--- src/rtl/uart_pkg.sv ---
// Shared UART transmitter types and defaults.
// Optional parity support is selected by defining UART_TX_PARITY_EN.
package uart_pkg;

    localparam int DEFAULT_CLKS_PER_BIT = 16;

    typedef enum logic [2:0] {
        ST_IDLE,
        ST_FETCH,
        ST_START,
        ST_DATA,
`ifdef UART_TX_PARITY_EN
        ST_PARITY,
`endif
        ST_STOP
    } tx_state_t;

endpackage

--- src/rtl/uart_baud_tick.sv ---
// Baud divider: one-cycle tick on the last clk_i cycle of every serial bit.
// Part of uart_tx (optional parity via UART_TX_PARITY_EN has no effect here).
module uart_baud_tick
    import uart_pkg::*;
#(
    parameter int CLKS_PER_BIT = DEFAULT_CLKS_PER_BIT
) (
    input  logic clk_i,
    input  logic rst_i,
    input  logic clr_i,
    output logic tick_o
);

    localparam int CNT_W = (CLKS_PER_BIT > 1) ? $clog2(CLKS_PER_BIT) : 1;
    localparam logic [CNT_W-1:0] LAST_CNT = CNT_W'(CLKS_PER_BIT - 1);

    logic [CNT_W-1:0] cnt_q;
    logic [CNT_W-1:0] cnt_d;

    always_comb begin
        cnt_d = cnt_q + CNT_W'(1);
        if (clr_i || (cnt_q == LAST_CNT)) begin
            cnt_d = '0;
        end
    end

    always_ff @(posedge clk_i) begin
        if (rst_i) begin
            cnt_q <= '0;
        end else begin
            cnt_q <= cnt_d;
        end
    end

    assign tick_o = (cnt_q == LAST_CNT) && !clr_i;

endmodule

--- src/rtl/uart_tx.sv ---
// UART transmitter fed from the read side of an async FIFO.
// Define UART_TX_PARITY_EN to append an even-parity bit after the data bits.
module uart_tx
    import uart_pkg::*;
#(
    parameter int DATA_WIDTH   = 8,
    parameter int CLKS_PER_BIT = DEFAULT_CLKS_PER_BIT
) (
    input  logic                  clk_i,
    input  logic                  rst_i,
    input  logic                  enable_i,
    input  logic                  empty_i,
    input  logic [DATA_WIDTH-1:0] rdata_i,
    output logic                  re_o,
    output logic                  tx_o,
    output logic                  busy_o
);

    localparam int BIT_W = $clog2(DATA_WIDTH + 1);
    localparam logic [BIT_W-1:0] LAST_BIT = BIT_W'(DATA_WIDTH - 1);

    tx_state_t             state_q, state_d;
    logic [DATA_WIDTH-1:0] shift_q, shift_d;
    logic [BIT_W-1:0]      bit_cnt_q, bit_cnt_d;
    logic                  tx_q, tx_d;
    logic                  busy_q, busy_d;
`ifdef UART_TX_PARITY_EN
    logic                  par_q, par_d;
`endif
    logic                  baud_clr;
    logic                  tick;

    assign re_o     = (state_q == ST_IDLE) && enable_i && !empty_i && !rst_i;
    assign baud_clr = (state_q == ST_IDLE) || (state_q == ST_FETCH);

    uart_baud_tick #(
        .CLKS_PER_BIT(CLKS_PER_BIT)
    ) u_baud (
        .clk_i (clk_i),
        .rst_i (rst_i),
        .clr_i (baud_clr),
        .tick_o(tick)
    );

    always_comb begin
        state_d   = state_q;
        shift_d   = shift_q;
        bit_cnt_d = bit_cnt_q;
`ifdef UART_TX_PARITY_EN
        par_d     = par_q;
`endif
        case (state_q)
            ST_IDLE:  if (re_o) state_d = ST_FETCH;
            ST_FETCH: begin
                shift_d   = rdata_i;
                bit_cnt_d = '0;
`ifdef UART_TX_PARITY_EN
                par_d     = ^rdata_i;
`endif
                state_d   = ST_START;
            end
            ST_START: if (tick) state_d = ST_DATA;
            ST_DATA: begin
                if (tick) begin
                    shift_d   = shift_q >> 1;
                    bit_cnt_d = bit_cnt_q + BIT_W'(1);
                    if (bit_cnt_q == LAST_BIT) begin
`ifdef UART_TX_PARITY_EN
                        state_d = ST_PARITY;
`else
                        state_d = ST_STOP;
`endif
                    end
                end
            end
`ifdef UART_TX_PARITY_EN
            ST_PARITY: if (tick) state_d = ST_STOP;
`endif
            ST_STOP:  if (tick) state_d = ST_IDLE;
            default:  state_d = ST_IDLE;
        endcase

        // Line level is derived from the next state so the registered tx_o lines up with state_q.
        case (state_d)
            ST_START:  tx_d = 1'b0;
            ST_DATA:   tx_d = shift_d[0];
`ifdef UART_TX_PARITY_EN
            ST_PARITY: tx_d = par_d;
`endif
            default:   tx_d = 1'b1;
        endcase
        busy_d = (state_d != ST_IDLE);
    end

    always_ff @(posedge clk_i) begin
        if (rst_i) begin
            state_q   <= ST_IDLE;
            shift_q   <= '0;
            bit_cnt_q <= '0;
            tx_q      <= 1'b1;
            busy_q    <= 1'b0;
`ifdef UART_TX_PARITY_EN
            par_q     <= 1'b0;
`endif
        end else begin
            state_q   <= state_d;
            shift_q   <= shift_d;
            bit_cnt_q <= bit_cnt_d;
            tx_q      <= tx_d;
            busy_q    <= busy_d;
`ifdef UART_TX_PARITY_EN
            par_q     <= par_d;
`endif
        end
    end

    // The pop cycle is part of the frame envelope, so busy spans one full word period.
    assign tx_o   = tx_q;
    assign busy_o = busy_q || re_o;

endmodule
--- config.mk ---
export PLATFORM = sky130hd
export DESIGN_NAME = uart_tx
export DESIGN_NICKNAME = d
export VERILOG_FILES = /design/src/rtl/uart_pkg.sv /design/src/rtl/uart_baud_tick.sv /design/src/rtl/uart_tx.sv
export SDC_FILE = /design/constraint.sdc
export NUM_CORES = 1
export LEC_CHECK = 0
export BUFFER_PORTS_ARGS = -buffer_cell sky130_fd_sc_hd__buf_2
export CAP_MARGIN = 10
export CORE_MARGIN = 2
export CORE_UTILIZATION = 25
export CTS_BUF_LIST = sky130_fd_sc_hd__clkbuf_8 sky130_fd_sc_hd__clkbuf_16
export DETAILED_ROUTE_END_ITERATION = 16
export GPL_ROUTABILITY_DRIVEN = 0
export SETUP_SLACK_MARGIN = 0.5
export SYNTH_ARGS = -nofsm -noshare
export SYNTH_HDL_FRONTEND = slang
export SYNTH_SLANG_ARGS = --single-unit
--- constraint.sdc ---
create_clock -name clk_i -period 1.4 [get_ports clk_i]
set_input_delay 0.21 -clock clk_i [delete_from_list [all_inputs] [get_ports clk_i]]
set_output_delay 0.21 -clock clk_i [all_outputs]
set_load 0.02 [all_outputs]
==> flow_metrics.env <==
export IMPL_finClkSkew_ns=0.003496
export IMPL_netlist_top_cells_area="dfxtp_1 44%, a21oi_1 5.2%, a22oi_1 4.7%"
export IMPL_reg2reg_depth=6
export IMPL_diodes=0
export IMPL_die_y_um=66.08
export IMPL_synth_seq_cells=21
export IMPL_numClockSinks=21
export IMPL_pwr_density_cell_mw_per_mm2=748.8
export IMPL_first_pass_iters=4
export IMPL_final_area_mm2=0.001496
export IMPL_yosysTopAreaCellShare=0.4364
export IMPL_status="finished with violations"
export IMPL_fin_setup_tns_ns=-0.1400
export IMPL_via_per_inst=4.814
export IMPL_syn_area_um2=963.4
export IMPL_synth_cells=103
export IMPL_nNetsFinal=155
export IMPL_wl_per_cell_um=12.81
export IMPL_avgSynthCellArea_um2=9.354
export IMPL_grt_pass1_wl_mm=3.953
export IMPL_numCtsBuffers=3
export IMPL_start_util=0.2612
export IMPL_core_mm2=0.003689
export IMPL_net_switching_power_uw=260.1
export IMPL_relSlewSlack=0.7412
export IMPL_setup_viol=4
export IMPL_syn_nets=117
export IMPL_clkTransAtPathRegs_ns=0.08
export IMPL_max_freq_ghz=0.6893
export IMPL_seq_area_frac_synth=0.4364
export IMPL_cp_end_kind="flop"
export IMPL_worstSkewPairLatency_ns=0.26
export IMPL_htreeDepth=1
export IMPL_yosys_area_top_type="dfxtp_1"
export IMPL_p_seq_frac=0.546
export IMPL_antenna_found_initial=0
export IMPL_grt_pass1_vias=893
export IMPL_syn_to_final_growth_pct=55.33
export IMPL_finalCritPeriodShare=1.036
export IMPL_cts_tree="yes"
export IMPL_die_w_um=66.08
export IMPL_vias=905
export IMPL_cp_required_ns=1.61
export IMPL_grt_overflow_total=0
export IMPL_io_buffers=14
export IMPL_hpwl_mm=1.504
export IMPL_cp_max_fo=8
export IMPL_die_area_mm2=0.004367
export IMPL_rsz0062_at_grt="true"
export IMPL_holdWs_ns=0.1833
export IMPL_drcViolationCount=0
export IMPL_dpl_cell_area_mm2=0.001196
export IMPL_setup_slack_ns=-0.05074
export IMPL_clock_tree_root_cell="clkbuf_8"
export IMPL_worst_setup_path_type="reg -> reg"
export IMPL_finalCriticalPeriod_ns=1.451
export IMPL_cp_arrival_ns=1.66
export IMPL_stdcell_count=188
export IMPL_drv_cap=0
export IMPL_drive_gt1_frac=0.5357
export IMPL_internal_power_uw=860.4
export IMPL_hold_depth=3
export IMPL_wl_mm=2.408
export IMPL_hold_violations=0
export IMPL_ys_warn_count=0
export IMPL_ioPinCount=15
export IMPL_peakVddDrop_mv=0.3971
export IMPL_drt_first_iter_violations=13
export IMPL_cp_start_kind="flop"
export IMPL_worst_slew_pin_slew_ns=0.3832
export IMPL_place_inst=169
export IMPL_clockBufferDepth=2
export IMPL_pwr_share_comb=0.101
export IMPL_hold_path_class="in -> reg"
export IMPL_row_count=22
export IMPL_antenna_left=0
export IMPL_violations="negative setup slack"
export IMPL_grt_max_degree=18
export IMPL_p_leak_uw=0.0005951
export IMPL_swShare=0.2321
export IMPL_synth_cell_type_count=35
export IMPL_clockPowerShare=0.353
export IMPL_maxSlewViolCount=0
export IMPL_track_usage=0.1161
==> cell families (layout without fill, tap and decap cells) <==
family / after synthesis / count (layout) / synth area share
xor gates and xnor gates: 4 / 4 / 0.03637
AOI/OAI and AO/OA: 24 / 24 / 0.1818
buffers and inverters: 8 / 44 / 0.04285
DFF: 21 / 21 / 0.4364
and+or+nand+nor: 43 / 44 / 0.2662
adders and majority gates: 2 / 2 / 0.02597
muxes: 1 / 1 / 0.01039
==> layout make-up <==
| cell class | count | area [um^2] |
|---|---|---|
| well taps | 48 | 60.06 |
| repair buffers | 37 | 289.0 |
| clock inverters | 1 | 3.754 |
| clock buffers | 3 | 41.29 |
| fillers | 375 | 2192 |
| inverters | 3 | 11.26 |
| multi-input cells | 75 | 653.1 |
| flip-flops and latches | 21 | 437.9 |
==> through the flow <==
step | total power (uW) | utilization | setup WS [ns]
4_1_cts | 1125 | 0.3789 | 0.005412
6_report | 1120 | 0.4057 | -0.05074
5_1_grt | 1167 | 0.4057 | -0.1090
3_3_place_gp | 707.5 | 0.3243 | -0.01269
2_1_floorplan | 678.6 | - | 0.05926
3_5_place_dp | 709.2 | 0.3243 | -0.03593
==> power groups by stage <==
stage	sequential [uW]	clock (uW)	combinational (uW)
after floorplan	627	0	52.0
after global placement	631	0	76.8
after detailed placement	631	0	77.9
after CTS	612	408	106
after global routing	614	430	123
final	612	395	113
==> path summary, 6_finish.rpt <==
| path | slack (ns) | from | end |
|---|---|---|---|
| min reg2reg | 0.46 | shift_q[1] | shift_q[1] |
| min | 0.18 | rdata_i[7] | shift_q[7] |
| max reg2reg | -0.05 | u_baud.cnt_q[0] | shift_q[7] |
| max | -0.05 | u_baud.cnt_q[0] | shift_q[7] |
==> Yosys cell counts (all sizes together) <==
cell      n
a22oi     6
o2111ai   1
or3       2
a21oi    12
and3      1
a21bo     1
xor2      2
nand3b    1
ha        2
nand4b    3
o41ai     1
and3b     1
a31o      1
nand2    10
xnor2     2
mux2i     1
nand3     4
inv       3
nand2b    2
clkbuf    1
nor2b     1
or3b      2
o21ai     1
buf       4
nor4bb    1
nor3b     1
nor3      5
a2111oi   1
nor2      9
dfxtp    21
==> critical path: stages (launching register included) <==
cell and delay (ns):
dfxtp_2 0.34, ha_4 0.18, nand3_4 0.15, buf_4 0.15
nor2_4 0.05, or3b_4 0.40, a21oi_2 0.12
==> flip-flops by register name, indices dropped and copies added (netlist names) <==
name          count
busy_q            1
tx_o              1
bit_cnt_q         4
state_q           3
shift_q           8
u_baud.cnt_q      4
==> metal layers <==
| layer | track usage | wire length [um] |
|---|---|---|
| met1 | 0.1411 | 1053 |
| met3 | 0.02385 | 109 |
| met4 | 0.04592 | 52 |
| met5 | 0 | 0 |
| met2 | 0.1988 | 1193 |
==> cells in the final DEF (no fill, tap or decap), drive strengths merged, types with 2 or more instances in the layout <==
cell type  synthesis  routed
a21oi             12      12
nor3               5       5
xnor2              2       2
nand4b             3       3
dfxtp             21      21
or3                2       2
inv                3       4
nand2b             2       2
or3b               2       2
xor2               2       2
a22oi              6       6
buf                4      37
clkbuf             1       3
ha                 2       2
nand2             10      10
nand3              4       4
nor2               9      10
==> what timing repair did <==
action	CTS	global route
gates cloned	0	1
resized for setup	23	13
hold buffers	0	0
setup endpoints to repair	23	23
pin swaps	3	6
buffers inserted	10	4
(Power assumes the default switching activity.)
